--- config.mk ---
export PLATFORM = sky130hd
export DESIGN_NAME = mem_port_arbiter
export DESIGN_NICKNAME = d
export VERILOG_FILES = /design/src/rtl/mem_port_arbiter.sv
export SDC_FILE = /design/constraint.sdc
export NUM_CORES = 1
export LEC_CHECK = 0
export CORE_AREA = 5 5 151 153
export DETAILED_ROUTE_END_ITERATION = 8
export DIE_AREA = 0 0 156 158
export PLACE_DENSITY_LB_ADDON = 0.05
export SLEW_MARGIN = 20
export SYNTH_ARGS = -nofsm -noshare
export SYNTH_HDL_FRONTEND = slang
export SYNTH_SLANG_ARGS = --single-unit
--- constraint.sdc ---
create_clock -name clk -period 14 [get_ports clk]
set_clock_uncertainty 0.2 [all_clocks]
set_input_delay 1.4 -clock clk [delete_from_list [all_inputs] [get_ports clk]]
set_output_delay 1.4 -clock clk [all_outputs]
set_load 0.05 [all_outputs]
--- src/rtl/mem_port_arbiter.sv ---
`default_nettype none
`timescale 1ns/1ps
// +--------------------------------------------------------------------------+
// | Module      : mem_port_arbiter                                           |
// | Description : Arbitrates an instruction-fetch port and a load/store port |
// |               onto one shared single-outstanding memory port. IDLE       |
// |               grants one request, FETCH/DATA wait for mem_ready, then    |
// |               a one-cycle ready pulse returns registered read data.      |
// |               A flush during a fetch lets the memory cycle finish but    |
// |               suppresses its if_ready pulse and if_rdata update.         |
// | Config      : ARB_ROUND_ROBIN_EN - when defined, simultaneous requests   |
// |               alternate between ports; otherwise data always wins.       |
// | Ports       : clk, rst (async, active-high)                              |
// |               if_req/if_addr -> if_ready/if_rdata   fetch port           |
// |               dm_req/dm_we/dm_addr/dm_wdata -> dm_ready/dm_rdata  data   |
// |               flush                       cancels the in-flight fetch    |
// |               mem_req/mem_we/mem_addr/mem_wdata, mem_rdata/mem_ready     |
// | Revision    : 1.0 - initial release                                      |
// +--------------------------------------------------------------------------+
module mem_port_arbiter #(
    parameter int ADDR_W = 32,
    parameter int DATA_W = 64
) (
    input  logic              clk,
    input  logic              rst,
    input  logic              if_req,
    input  logic [ADDR_W-1:0] if_addr,
    output logic              if_ready,
    output logic [31:0]       if_rdata,
    input  logic              dm_req,
    input  logic              dm_we,
    input  logic [ADDR_W-1:0] dm_addr,
    input  logic [DATA_W-1:0] dm_wdata,
    output logic              dm_ready,
    output logic [DATA_W-1:0] dm_rdata,
    input  logic              flush,
    output logic              mem_req,
    output logic              mem_we,
    output logic [ADDR_W-1:0] mem_addr,
    output logic [DATA_W-1:0] mem_wdata,
    input  logic [DATA_W-1:0] mem_rdata,
    input  logic              mem_ready
);

    typedef enum logic [1:0] {
        IDLE  = 2'd0,
        FETCH = 2'd1,
        DATA  = 2'd2
    } state_t;

    state_t              r_state;
    logic                r_mem_req;
    logic                r_mem_we;
    logic [ADDR_W-1:0]   r_mem_addr;
    logic [DATA_W-1:0]   r_mem_wdata;
    logic                r_if_ready;
    logic [31:0]         r_if_rdata;
    logic                r_dm_ready;
    logic [DATA_W-1:0]   r_dm_rdata;
    logic                r_drop;

    logic w_if_elig;
    logic w_dm_elig;
    logic w_grant_dm;
    logic w_grant_if;
    logic w_drop_now;

    // A completion cycle is a turnaround cycle: no new grant is made while
    // either ready pulse is high. This keeps a held request from being
    // granted twice, and lets a held data request compete against a waiting
    // fetch on equal footing in the following cycle.
    assign w_if_elig = if_req & ~r_if_ready & ~r_dm_ready;
    assign w_dm_elig = dm_req & ~r_dm_ready & ~r_if_ready;

`ifdef ARB_ROUND_ROBIN_EN
    // 1 = data port was granted most recently, 0 = fetch port.
    logic r_last_dm;

    assign w_grant_dm = w_dm_elig & (~w_if_elig | ~r_last_dm);

    always_ff @(posedge clk or posedge rst) begin
        if (rst) begin
            r_last_dm <= 1'b0;
        end else if (r_state == IDLE) begin
            if (w_grant_dm) begin
                r_last_dm <= 1'b1;
            end else if (w_if_elig) begin
                r_last_dm <= 1'b0;
            end
        end
    end
`else
    // Data op belongs to an older instruction, so it always wins.
    assign w_grant_dm = w_dm_elig;
`endif

    assign w_grant_if = w_if_elig & ~w_grant_dm;

    // A flush in the completing cycle itself also cancels the fetch.
    assign w_drop_now = r_drop | flush;

    always_ff @(posedge clk or posedge rst) begin
        if (rst) begin
            r_state     <= IDLE;
            r_mem_req   <= 1'b0;
            r_mem_we    <= 1'b0;
            r_mem_addr  <= '0;
            r_mem_wdata <= '0;
            r_if_ready  <= 1'b0;
            r_if_rdata  <= '0;
            r_dm_ready  <= 1'b0;
            r_dm_rdata  <= '0;
            r_drop      <= 1'b0;
        end else begin
            r_if_ready <= 1'b0;
            r_dm_ready <= 1'b0;
            case (r_state)
                IDLE: begin
                    if (w_grant_dm) begin
                        r_mem_addr  <= dm_addr;
                        r_mem_we    <= dm_we;
                        r_mem_wdata <= dm_wdata;
                        r_mem_req   <= 1'b1;
                        r_state     <= DATA;
                    end else if (w_grant_if) begin
                        r_mem_addr <= if_addr;
                        r_mem_we   <= 1'b0;
                        r_mem_req  <= 1'b1;
                        r_state    <= FETCH;
                    end
                end
                FETCH: begin
                    if (mem_ready) begin
                        r_state   <= IDLE;
                        r_mem_req <= 1'b0;
                        r_drop    <= 1'b0;
                        if (!w_drop_now) begin
                            r_if_ready <= 1'b1;
                            r_if_rdata <= r_mem_addr[2] ? mem_rdata[63:32]
                                                        : mem_rdata[31:0];
                        end
                    end else if (flush) begin
                        r_drop <= 1'b1;
                    end
                end
                DATA: begin
                    if (mem_ready) begin
                        r_state    <= IDLE;
                        r_mem_req  <= 1'b0;
                        r_mem_we   <= 1'b0;
                        r_dm_ready <= 1'b1;
                        r_dm_rdata <= mem_rdata;
                    end
                end
                default: begin
                    r_state   <= IDLE;
                    r_mem_req <= 1'b0;
                    r_mem_we  <= 1'b0;
                end
            endcase
        end
    end

    assign mem_req   = r_mem_req;
    assign mem_we    = r_mem_we;
    assign mem_addr  = r_mem_addr;
    assign mem_wdata = r_mem_wdata;
    assign if_ready  = r_if_ready;
    assign if_rdata  = r_if_rdata;
    assign dm_ready  = r_dm_ready;
    assign dm_rdata  = r_dm_rdata;

endmodule
`default_nettype wire

==> impl_metrics.toml <==
[floorplan]
die_w_um = 156
io_pins = 395
initial_core_util = 0.3846
coreArea_sq_um = 21420
rows = 54
die_y_um = 158
die-area_sq_um = 24650

[cts]
cts.htree.levels = 4
tritoncts = "done"
ctsRootBufferMaster = "clkbuf_16"
cts_resized = 0
clk-insertion-delay-late_ps = 420
clk_path_buf_depth = 2
postCtsSetupBuffers = 0
cts_buffers = 17
cts_sinks = 199
clkTransAtPathRegs_ps = 80
cts_hold_buf = 0

[finish]
area_growth_pct = 57.68
final_layout_size_suffix_gt1_frac = 0.2136
final_cell_mix = "394 x clkdlybuf4s50_1, 198 x dfrtp_1, 88 x mux2_2"
final_common_cell = "clkdlybuf4s50_1"
nFillCells = 1677
final_nets = 1144

[sta]
fin_crit_ps = 4124
fin_setup_tns_ps = 0
hold_violations = 0
setup_viol = 0
max_freq_ghz = 0.2425
finalMaxSlewViolations = 0
slew_headroom = 0.2593
fin_crit_sh = 0.2946
setup_slack_ps = 9876
worst_pin_slew_ps = 1111
rsz0062_at_grt = "false"

[setup_path]
cp-start-kind = "flip-flop"
critPathTopFamily = "flip-flops"
cp_max_fo = 34
crit_path_end_kind = "output port"
cp.depth = 1
slowest_stage = "dfrtp_2"
worst-setup-path-type = "flip-flop to output port"
reg2reg_to = "mem_wdata[55]$_DFFE_PP0P_"
cp.arrival_ps = 2520
crit_chain = "clkdlybuf4s50_1"
r2r_slack_ps = 11300
slowest_delay_ps = 1080
path_buf_inv = 1
r2r-start = "r_state[0]$_DFFE_PP0P_"
reg2reg_depth = 5
required_ps = 12400

[grt]
grt_use_total = 0.2070
grt_max_degree = 121
antenna_found_initial = 2
grt_use_met2 = 0.3648
busiest_layer = "met2"
gr-usage-met3 = 0.08092
grt_pass1_wl_um = 39190
grt-ovfl-total = 0
use_met1 = 0.2263
grt_pass1_vias = 6762

[power_and_ir_drop]
p_leak_uw = 0.005466
p_sw_uw = 1871
comb_power_share = 0.595
vdd_drop_max_mv = 0.1437
switching_share = 0.4781
p_seq_frac = 0.271
p_int_uw = 2042
clkPwrFrac = 0.134
power.density_nw_per_um2 = 301.3

[detailed_routing]
route.detailed.wl_per_inst_um = 21.16
routed_wl_um = 26170
drc_errors = 0
avgViaCountPerCell = 4.957
dr_total_vias = 6132
postRouteAntennaNets = 0
drt_iter0_markers = 260
first_pass_iters = 4

[synthesis]
avgSynthCellArea_sq_um = 14.73
synth_fa_ha_area_frac = 0.004557
yosys_warnings = 0
synth-xor-area-share = 0
yosys.area_share.simple = 0.05423
postSynthCellCount = 559
syn-cell-area_sq_um = 8237
seq_area_frac_synth = 0.6046
synth_top_family_by_area = "multiplexers"
syn-num-nets = 761
ys_types = 30
synth_compound_area_frac = 0.07200
synth.area.mux_share = 0.2321
ys_seq_elements = 199

[hold_path]
min-delay-start = "dm_rdata[19]$_DFFE_PP0P_"
min_to = "dm_rdata[19]$_DFFE_PP0P_"
hp-class = "flip-flop to flip-flop"
min_path_cells = 1

[flow_run]
drv_cap = 0

[place]
io_buffers = 394
place_hpwl_um = 19640
place.gp.congestion = 0.8287
pre_cts_ws_ps = 10090

[run_status]
status = "completed"
registers in the layout (all words and copies together), names as in the netlist:
signal and flops:
dm_rdata 64, mem_wdata 64, if_rdata 32, mem_addr 32, r_state 2, dm_ready 1
if_ready 1, mem_req 1, mem_we 1, r_drop 1
metrics by stage:
step / power [uW] / hold WS, ps / area (sq um) / instances / utilization
2_1_floorplan: 2606 / 283.7 / 8237 / 559 / -
3_3_place_gp: 3378 / 287.4 / 12340 / 1203 / 0.5762
3_5_place_dp: 3417 / 292.7 / 12340 / 1203 / 0.5764
4_1_cts: 3961 / 310.4 / 12980 / 1235 / 0.6060
5_1_grt: 4079 / 322.4 / 12990 / 1237 / 0.6064
6_report: 3913 / 306.8 / 12990 / 1237 / 0.6064
Yosys cell counts:
cell	number	share of area
buf_2	23	0.014
o221a_2	31	0.042
buf_6	1	0.0014
o211ai_1	1	0.00091
mux2_2	88	0.12
nand2_1	4	0.0018
buf_12	5	0.012
a21oi_1	36	0.022
buf_1	2	0.00091
dfrtp_1	199	0.60
nand3_1	1	0.00061
nand3b_1	2	0.0018
nor3b_2	1	0.0015
and4bb_1	1	0.0015
ha_1	3	0.0046
o221a_1	1	0.0014
and4b_1	1	0.0012
and4bb_2	1	0.0015
nand2b_1	32	0.024
inv_1	4	0.0018
nor2b_1	3	0.0023
mux2_4	40	0.073
mux2i_1	32	0.039
nand4bb_1	1	0.0014
nor4_1	1	0.00076
o21ai_0	2	0.0012
clkbuf_1	5	0.0023
a211o_1	2	0.0021
o311ai_0	2	0.0021
nor2_1	34	0.015
cell type report:
| class | instances | area (sq um) | share of cell area |
|---|---|---|---|
| flip-flops and latches | 199 | 4981 | 0.3835 |
| repair buffers | 400 | 3996 | 0.3077 |
| multi-input cells | 320 | 2998 | 0.2308 |
| clock buffers | 17 | 425.4 | 0.03276 |
| well taps | 280 | 350.3 | 0.02697 |
| clock inverters | 15 | 209.0 | 0.01609 |
| inverters | 4 | 22.52 | 0.001734 |
| diodes | 2 | 5.005 | 0.0003854 |
logic make-up after synthesis:
family	count (synthesis)
AOI/OAI and AO/OA	75
adders and majority gates	3
buffers and inverters	40
DFF	199
muxes	160
and+or+nand+nor	82
power groups by stage:
stage	Clock (uW)	Sequential [uW]	Combinational, uW
finish	525	1060	2330
global route	566	1090	2420
CTS	542	1060	2360
detailed placement	0	1070	2350
global placement	0	1050	2330
floorplan	0	2030	576
worst max path at each step:
stage	slack (ps)	start	to
6_report	9880	mem_addr[2]$_DFFE_PP0P_	mem_addr[2]
5_1_grt	9770	mem_addr[2]$_DFFE_PP0P_	mem_addr[2]
4_1_cts	9780	mem_addr[2]$_DFFE_PP0P_	mem_addr[2]
3_5_place_dp	10090	rst	dm_rdata[13]$_DFFE_PP0P_
3_3_place_gp	9910	dm_req	mem_wdata[51]$_DFFE_PP0P_
2_1_floorplan	6970	rst	dm_rdata[0]$_DFFE_PP0P_
metal layers:
metal,wire [um],vias up
li1,-,2771
met1,9574,3055
met2,13440,268
met3,2537,38
met4,622,0
met5,0,-
Note: power is estimated with default switching activity, not from simulation.
